<file path="config.mk">
export PLATFORM = sky130hd
export DESIGN_NAME = axi4_write_burst_master
export DESIGN_NICKNAME = d
export VERILOG_FILES = /design/src/rtl/axi4_write_burst_master.sv
export SDC_FILE = /design/constraint.sdc
export NUM_CORES = 1
export LEC_CHECK = 0
export ABC_AREA = 1
export BUFFER_PORTS_ARGS = -buffer_cell sky130_fd_sc_hd__buf_2
export CORE_AREA = 2 2 472 474
export CTS_CLUSTER_SIZE = 30
export DETAILED_ROUTE_END_ITERATION = 8
export DIE_AREA = 0 0 474 476
export GPL_TIMING_DRIVEN = 1
export PLACE_DENSITY_LB_ADDON = 0.12
export SYNTH_ARGS = -nofsm -noshare
export SYNTH_HDL_FRONTEND = slang
export SYNTH_SLANG_ARGS = --single-unit
export TNS_END_PERCENT = 50
</file>
<file path="constraint.sdc">
create_clock -name clk -period 7.7 [get_ports clk]
set_clock_uncertainty 0.2 [all_clocks]
set_input_delay 0.385 -clock clk [delete_from_list [all_inputs] [get_ports clk]]
set_output_delay 0.385 -clock clk [all_outputs]
set_load 0.1 [all_outputs]
</file>
<file path="src/rtl/axi4_write_burst_master.sv">
// AXI4 INCR write-burst master: drains a 512-bit stream into DRAM as 4 KB-safe bursts.
// Optional BRESP error checking/abort is enabled by defining AXI4_WR_BRESP_CHECK_EN.
module axi4_write_burst_master #(
  parameter int unsigned ADDR_WIDTH = 32,
  parameter int unsigned BURST_LEN  = 16
) (
  input  logic                  clk,
  input  logic                  rst_n,
  input  logic                  start,
  input  logic [ADDR_WIDTH-1:0] cfg_addr,
  input  logic [31:0]           cfg_beats,
  output logic                  busy,
  output logic                  done,
  output logic                  err,
  input  logic [511:0]          S_AXIS_TDATA,
  input  logic                  S_AXIS_TVALID,
  output logic                  S_AXIS_TREADY,
  output logic [ADDR_WIDTH-1:0] M_AXI_AWADDR,
  output logic [7:0]            M_AXI_AWLEN,
  output logic [2:0]            M_AXI_AWSIZE,
  output logic [1:0]            M_AXI_AWBURST,
  output logic                  M_AXI_AWVALID,
  input  logic                  M_AXI_AWREADY,
  output logic [511:0]          M_AXI_WDATA,
  output logic [63:0]           M_AXI_WSTRB,
  output logic                  M_AXI_WLAST,
  output logic                  M_AXI_WVALID,
  input  logic                  M_AXI_WREADY,
  input  logic [1:0]            M_AXI_BRESP,
  input  logic                  M_AXI_BVALID,
  output logic                  M_AXI_BREADY
);

  localparam int unsigned LEN_W = 9;

  typedef enum logic [1:0] {S_IDLE, S_AW, S_W, S_B} state_t;

  state_t                state;
  logic [31:0]           remaining;
  logic [7:0]            beat_cnt;
  logic [LEN_W-1:0]      cur_len;
  logic [ADDR_WIDTH-1:0] start_addr;
  logic [ADDR_WIDTH-1:0] next_addr;
  logic [31:0]           next_rem;
  logic [LEN_W-1:0]      start_len;
  logic [LEN_W-1:0]      next_len;
  logic                  bresp_abort;
  logic                  unused_bits;

  // Burst length limited by BURST_LEN, remaining beats and the distance to the next 4 KB page.
  function automatic logic [LEN_W-1:0] calc_len(input logic [ADDR_WIDTH-1:0] a,
                                                input logic [31:0] rem);
    logic [LEN_W-1:0] room;
    logic [LEN_W-1:0] len;
    room = LEN_W'(64) - LEN_W'(a[11:6]);
    len  = LEN_W'(BURST_LEN);
    if (room < len) len = room;
    if (rem < 32'(len)) len = LEN_W'(rem);
    return len;
  endfunction

  assign cur_len    = LEN_W'(M_AXI_AWLEN) + LEN_W'(1);
  assign start_addr = {cfg_addr[ADDR_WIDTH-1:6], 6'd0};
  assign next_addr  = M_AXI_AWADDR + (ADDR_WIDTH'(cur_len) << 6);
  assign next_rem   = remaining - 32'(cur_len);
  assign start_len  = calc_len(start_addr, cfg_beats);
  assign next_len   = calc_len(next_addr, next_rem);

`ifdef AXI4_WR_BRESP_CHECK_EN
  assign bresp_abort = (M_AXI_BRESP != 2'b00);
  assign unused_bits = ^cfg_addr[5:0];

  // Sticky error flag, cleared only by reset.
  always_ff @(posedge clk or negedge rst_n) begin
    if (!rst_n) begin
      err <= 1'b0;
    end else if (state == S_B && M_AXI_BVALID && bresp_abort) begin
      err <= 1'b1;
    end
  end
`else
  assign bresp_abort = 1'b0;
  assign err         = 1'b0;
  assign unused_bits = ^{cfg_addr[5:0], M_AXI_BRESP};
`endif

  // Write-data channel is a straight pass-through of the stream while in W.
  assign M_AXI_WVALID  = (state == S_W) && S_AXIS_TVALID;
  assign S_AXIS_TREADY = (state == S_W) && M_AXI_WREADY;
  assign M_AXI_WDATA   = S_AXIS_TDATA;
  assign M_AXI_WSTRB   = '1;
  assign M_AXI_AWSIZE  = 3'b110;
  assign M_AXI_AWBURST = 2'b01;

  always_ff @(posedge clk or negedge rst_n) begin
    if (!rst_n) begin
      state         <= S_IDLE;
      busy          <= 1'b0;
      done          <= 1'b0;
      remaining     <= '0;
      beat_cnt      <= '0;
      M_AXI_AWADDR  <= '0;
      M_AXI_AWLEN   <= '0;
      M_AXI_AWVALID <= 1'b0;
      M_AXI_WLAST   <= 1'b0;
      M_AXI_BREADY  <= 1'b0;
    end else begin
      done <= 1'b0;
      case (state)
        S_IDLE: begin
          // busy still high here means this is the done cycle; start is ignored
          if (busy) begin
            busy <= 1'b0;
          end else if (start) begin
            busy <= 1'b1;
            if (cfg_beats == 32'd0) begin
              done <= 1'b1;
            end else begin
              M_AXI_AWADDR  <= start_addr;
              remaining     <= cfg_beats;
              M_AXI_AWLEN   <= 8'(start_len - LEN_W'(1));
              M_AXI_AWVALID <= 1'b1;
              state         <= S_AW;
            end
          end
        end
        S_AW: begin
          if (M_AXI_AWREADY) begin
            M_AXI_AWVALID <= 1'b0;
            beat_cnt      <= '0;
            M_AXI_WLAST   <= (M_AXI_AWLEN == 8'd0);
            state         <= S_W;
          end
        end
        S_W: begin
          if (S_AXIS_TVALID && M_AXI_WREADY) begin
            if (M_AXI_WLAST) begin
              M_AXI_WLAST  <= 1'b0;
              M_AXI_BREADY <= 1'b1;
              state        <= S_B;
            end else begin
              beat_cnt    <= beat_cnt + 8'd1;
              M_AXI_WLAST <= ((beat_cnt + 8'd1) == M_AXI_AWLEN);
            end
          end
        end
        S_B: begin
          if (M_AXI_BVALID) begin
            M_AXI_BREADY <= 1'b0;
            if (bresp_abort || next_rem == 32'd0) begin
              done  <= 1'b1;
              state <= S_IDLE;
            end else begin
              M_AXI_AWADDR  <= next_addr;
              remaining     <= next_rem;
              M_AXI_AWLEN   <= 8'(next_len - LEN_W'(1));
              M_AXI_AWVALID <= 1'b1;
              state         <= S_AW;
            end
          end
        end
        default: state <= S_IDLE;
      endcase
    end
  end

endmodule

</file>
==> impl_metrics.ini <==
[status]
status = finished, final reports clean

[sta]
worst_pin_slew_ns = 0.829
holdWs_ns = 0.0843
hold_viol = 0
fin_crit_ns = 5.68
tns_ns = 0
fin_crit_sh_pct = 73.7
slew_headroom_pct = 44.7
fmax_ghz = 0.176
finalSetupViolCount = 0
slew_viol_final = 0
rsz0062_at_grt = false

[route]
vias = 8752
viasPerCell = 2.03
drc = 0
ant_nets = 0
drt-wirelength-per-cell_um = 21.4
drt-initial-drc-count = 383
wirelength_um = 92500
firstDrtPassIters = 4

[critical_path]
path_depth = 25
worstPathArrival_ns = 5.77
critPathTopFamily = simple AND/OR/NAND/NOR gates
r2r_slack_ns = 2.02
rr_endpoint = remaining[2]$_DFFE_PN0P_
path_common_cell = nand2_1
slowest_stage = nor3_2
crit_type = reg -> reg
worst_ep_required_time_ns = 7.80
reg2reg_depth = 25
endpoint_kind = flop
cp-start-kind = flop
crit_path_max_fanout = 24
slowest_delay_ns = 0.48
path_buf_inv = 5
reg2reg_from = M_AXI_AWLEN[1]$_DFFE_PN0P_

[logic_synthesis]
yosys.cell_count.top_type = buf_4
synthArstFlopShare_pct = 100
synth_top_area_share_pct = 37.6
synth_edf_count = 0
synthTopCellsByCount = buf_4 (589), nand2_1 (387), inv_1 (146)
synthFlopType = dfrtp_1
yosysWarnings = 0
syn_inst = 1753
ys_seq_area_share_pct = 17.2
synth_area_leaders = buf_4 (38%), dfrtp_1 (17%), nand2_1 (12%), inv_1 (4.7%), ha_1 (4.2%)
mappedNetlistArea_um2 = 11800
synth_cell_types = 51
synth_seq_cells = 81
synth_top_cell_by_area = buf_4
syn_avg_cell_area_um2 = 6.71

[floorplan]
die_area_um2 = 226000
io_pins = 1214
die_h_um = 476
core_area_um2 = 221000
num_rows = 173
initial_core_util_pct = 5.32
die_w_um = 474

[clock_network]
cts_tree = yes
clock-sinks = 81
postCtsHoldBufs = 1
clk_pin_slew_ns = 0.08
htreeDepth = 3
cts_root_buffer = clkbuf_16
clock_latency_ns = 0.43
cts_resized = 0
post_cts_buffers = 0
cts_made_buffers = 9
clock_path_buffers = 2

[global_route]
overflow = 0
grt_pass1_vias = 9285
grt_pass1_wl_um = 112000
grt_usage_pct = 7.89
antenna_found_initial = 5
grt_max_degree = 94

[pwr]
peakVddDrop_mv = 0.221
power.leakage_nw = 4.58
cellPowerDensity_nw_per_um2 = 468

[layout]
drive_gt1_share_pct = 13.4
fill_cells = 26300
multi_input_area_um2 = 4820
syn2layout_area_growth_pct = 2.87
seq_area_um2 = 2030
antenna_cells = 0
final_nets = 1960

[min_path]
hp-class = in -> reg
hold_start = cfg_addr[24]
hold-path-endpoint = M_AXI_AWADDR[24]$_DFFE_PN0P_
min_path_cells = 3

[place]
dp_hpwl_um = 81500
io_buffers = 105
place.gp.congestion = 0.686

[job]
cap_violations = 0
metrics by stage:
stage	utilization, %	cell area (um2)	total power [mW]	setup slack [ns]	cells
final	5.47	12100	5.66	2.02	4314
after global routing	5.47	12100	6.32	1.25	4314
after CTS	5.47	12100	5.90	1.47	4314
after detailed placement	5.34	11800	5.34	1.49	4297
after global placement	5.34	11800	5.40	1.53	4297
after floorplan	-	12000	5.19	2.79	1828
placed cells by master (no fill, tap or decap), drive strengths merged, types with 10 or more instances in the layout:
cell type / Yosys / routed
a21oi: 26 / 26
nand2: 397 / 397
o21ai: 103 / 103
inv: 164 / 166
conb: 2 / 77
nand4: 24 / 24
nor3: 21 / 21
clkbuf: 14 / 10
buf: 604 / 112
nand3: 80 / 80
nor2: 105 / 105
dfrtp: 81 / 81
ha: 39 / 39
xor2: 29 / 29
logic make-up after synthesis:
logic type / count (synthesis) / synth area share, %
buffers and inverters: 783 / 44.3
AND/OR/NAND/NOR: 648 / 23.5
AO/OA/AOI/OAI: 160 / 7.55
flip-flops: 81 / 17.2
adder cells (fa/ha/maj): 41 / 4.49
XOR/XNOR: 34 / 2.60
multiplexers: 4 / 0.341
other: 2 / 0.0639
power breakdown:
| part | switching (mW) | total [mW] | internal [mW] | leakage [nW] |
|---|---|---|---|---|
| Clock | 0.269 | 0.501 | 0.232 | 0.136 |
| Combinational | 3.29 | 4.32 | 1.03 | 3.43 |
| Sequential | 0.211 | 0.837 | 0.626 | 1.01 |
| Total | 3.77 | 5.66 | 1.89 | 4.58 |
area by class of cell:
| class | instances | share of cell area (%) |
|---|---|---|
| Clock inverter | 6 | 0.414 |
| Timing Repair Buffer | 113 | 5.09 |
| Tap cell | 2975 | 30.8 |
| Clock buffer | 10 | 1.98 |
| Multi-Input combinational cell | 964 | 39.8 |
| Inverter | 165 | 5.15 |
| Sequential cell | 81 | 16.8 |
per-layer routing:
layer,GRT usage [%],vias to the layer above,part of all wire [%]
li1,-,3996,-
met5,0,-,0
met4,6.90,0,9.5
met3,7.52,320,21
met1,4.60,3740,21
met2,13.6,696,48
state kept, by name, summed over array words and instances, names as in the netlist:
register	flops
remaining	32
M_AXI_AWVALID	1
M_AXI_BREADY	1
M_AXI_AWLEN	8
busy	1
done	1
M_AXI_AWADDR	26
M_AXI_WLAST	1
state	2
beat_cnt	8
worst max path at each step:
stage | from | to
finish | M_AXI_AWLEN[1]$_DFFE_PN0P_ | remaining[2]$_DFFE_PN0P_
detailed placement | M_AXI_AWLEN[1]$_DFFE_PN0P_ | remaining[2]$_DFFE_PN0P_
global placement | M_AXI_AWLEN[1]$_DFFE_PN0P_ | M_AXI_AWADDR[9]$_DFFE_PN0P_
floorplan | M_AXI_AWLEN[0]$_DFFE_PN0P_ | M_AXI_AWLEN[6]$_DFFE_PN0P_
global route | M_AXI_AWLEN[1]$_DFFE_PN0P_ | M_AXI_AWLEN[1]$_DFFE_PN0P_
CTS | M_AXI_AWLEN[1]$_DFFE_PN0P_ | remaining[2]$_DFFE_PN0P_
tightest hold or removal path, delay by kind of cell:
family          cells  cell delay, ns
compound gates      2            0.20
buf+inv             1            0.08
Power figures use the tool's default switching activity.
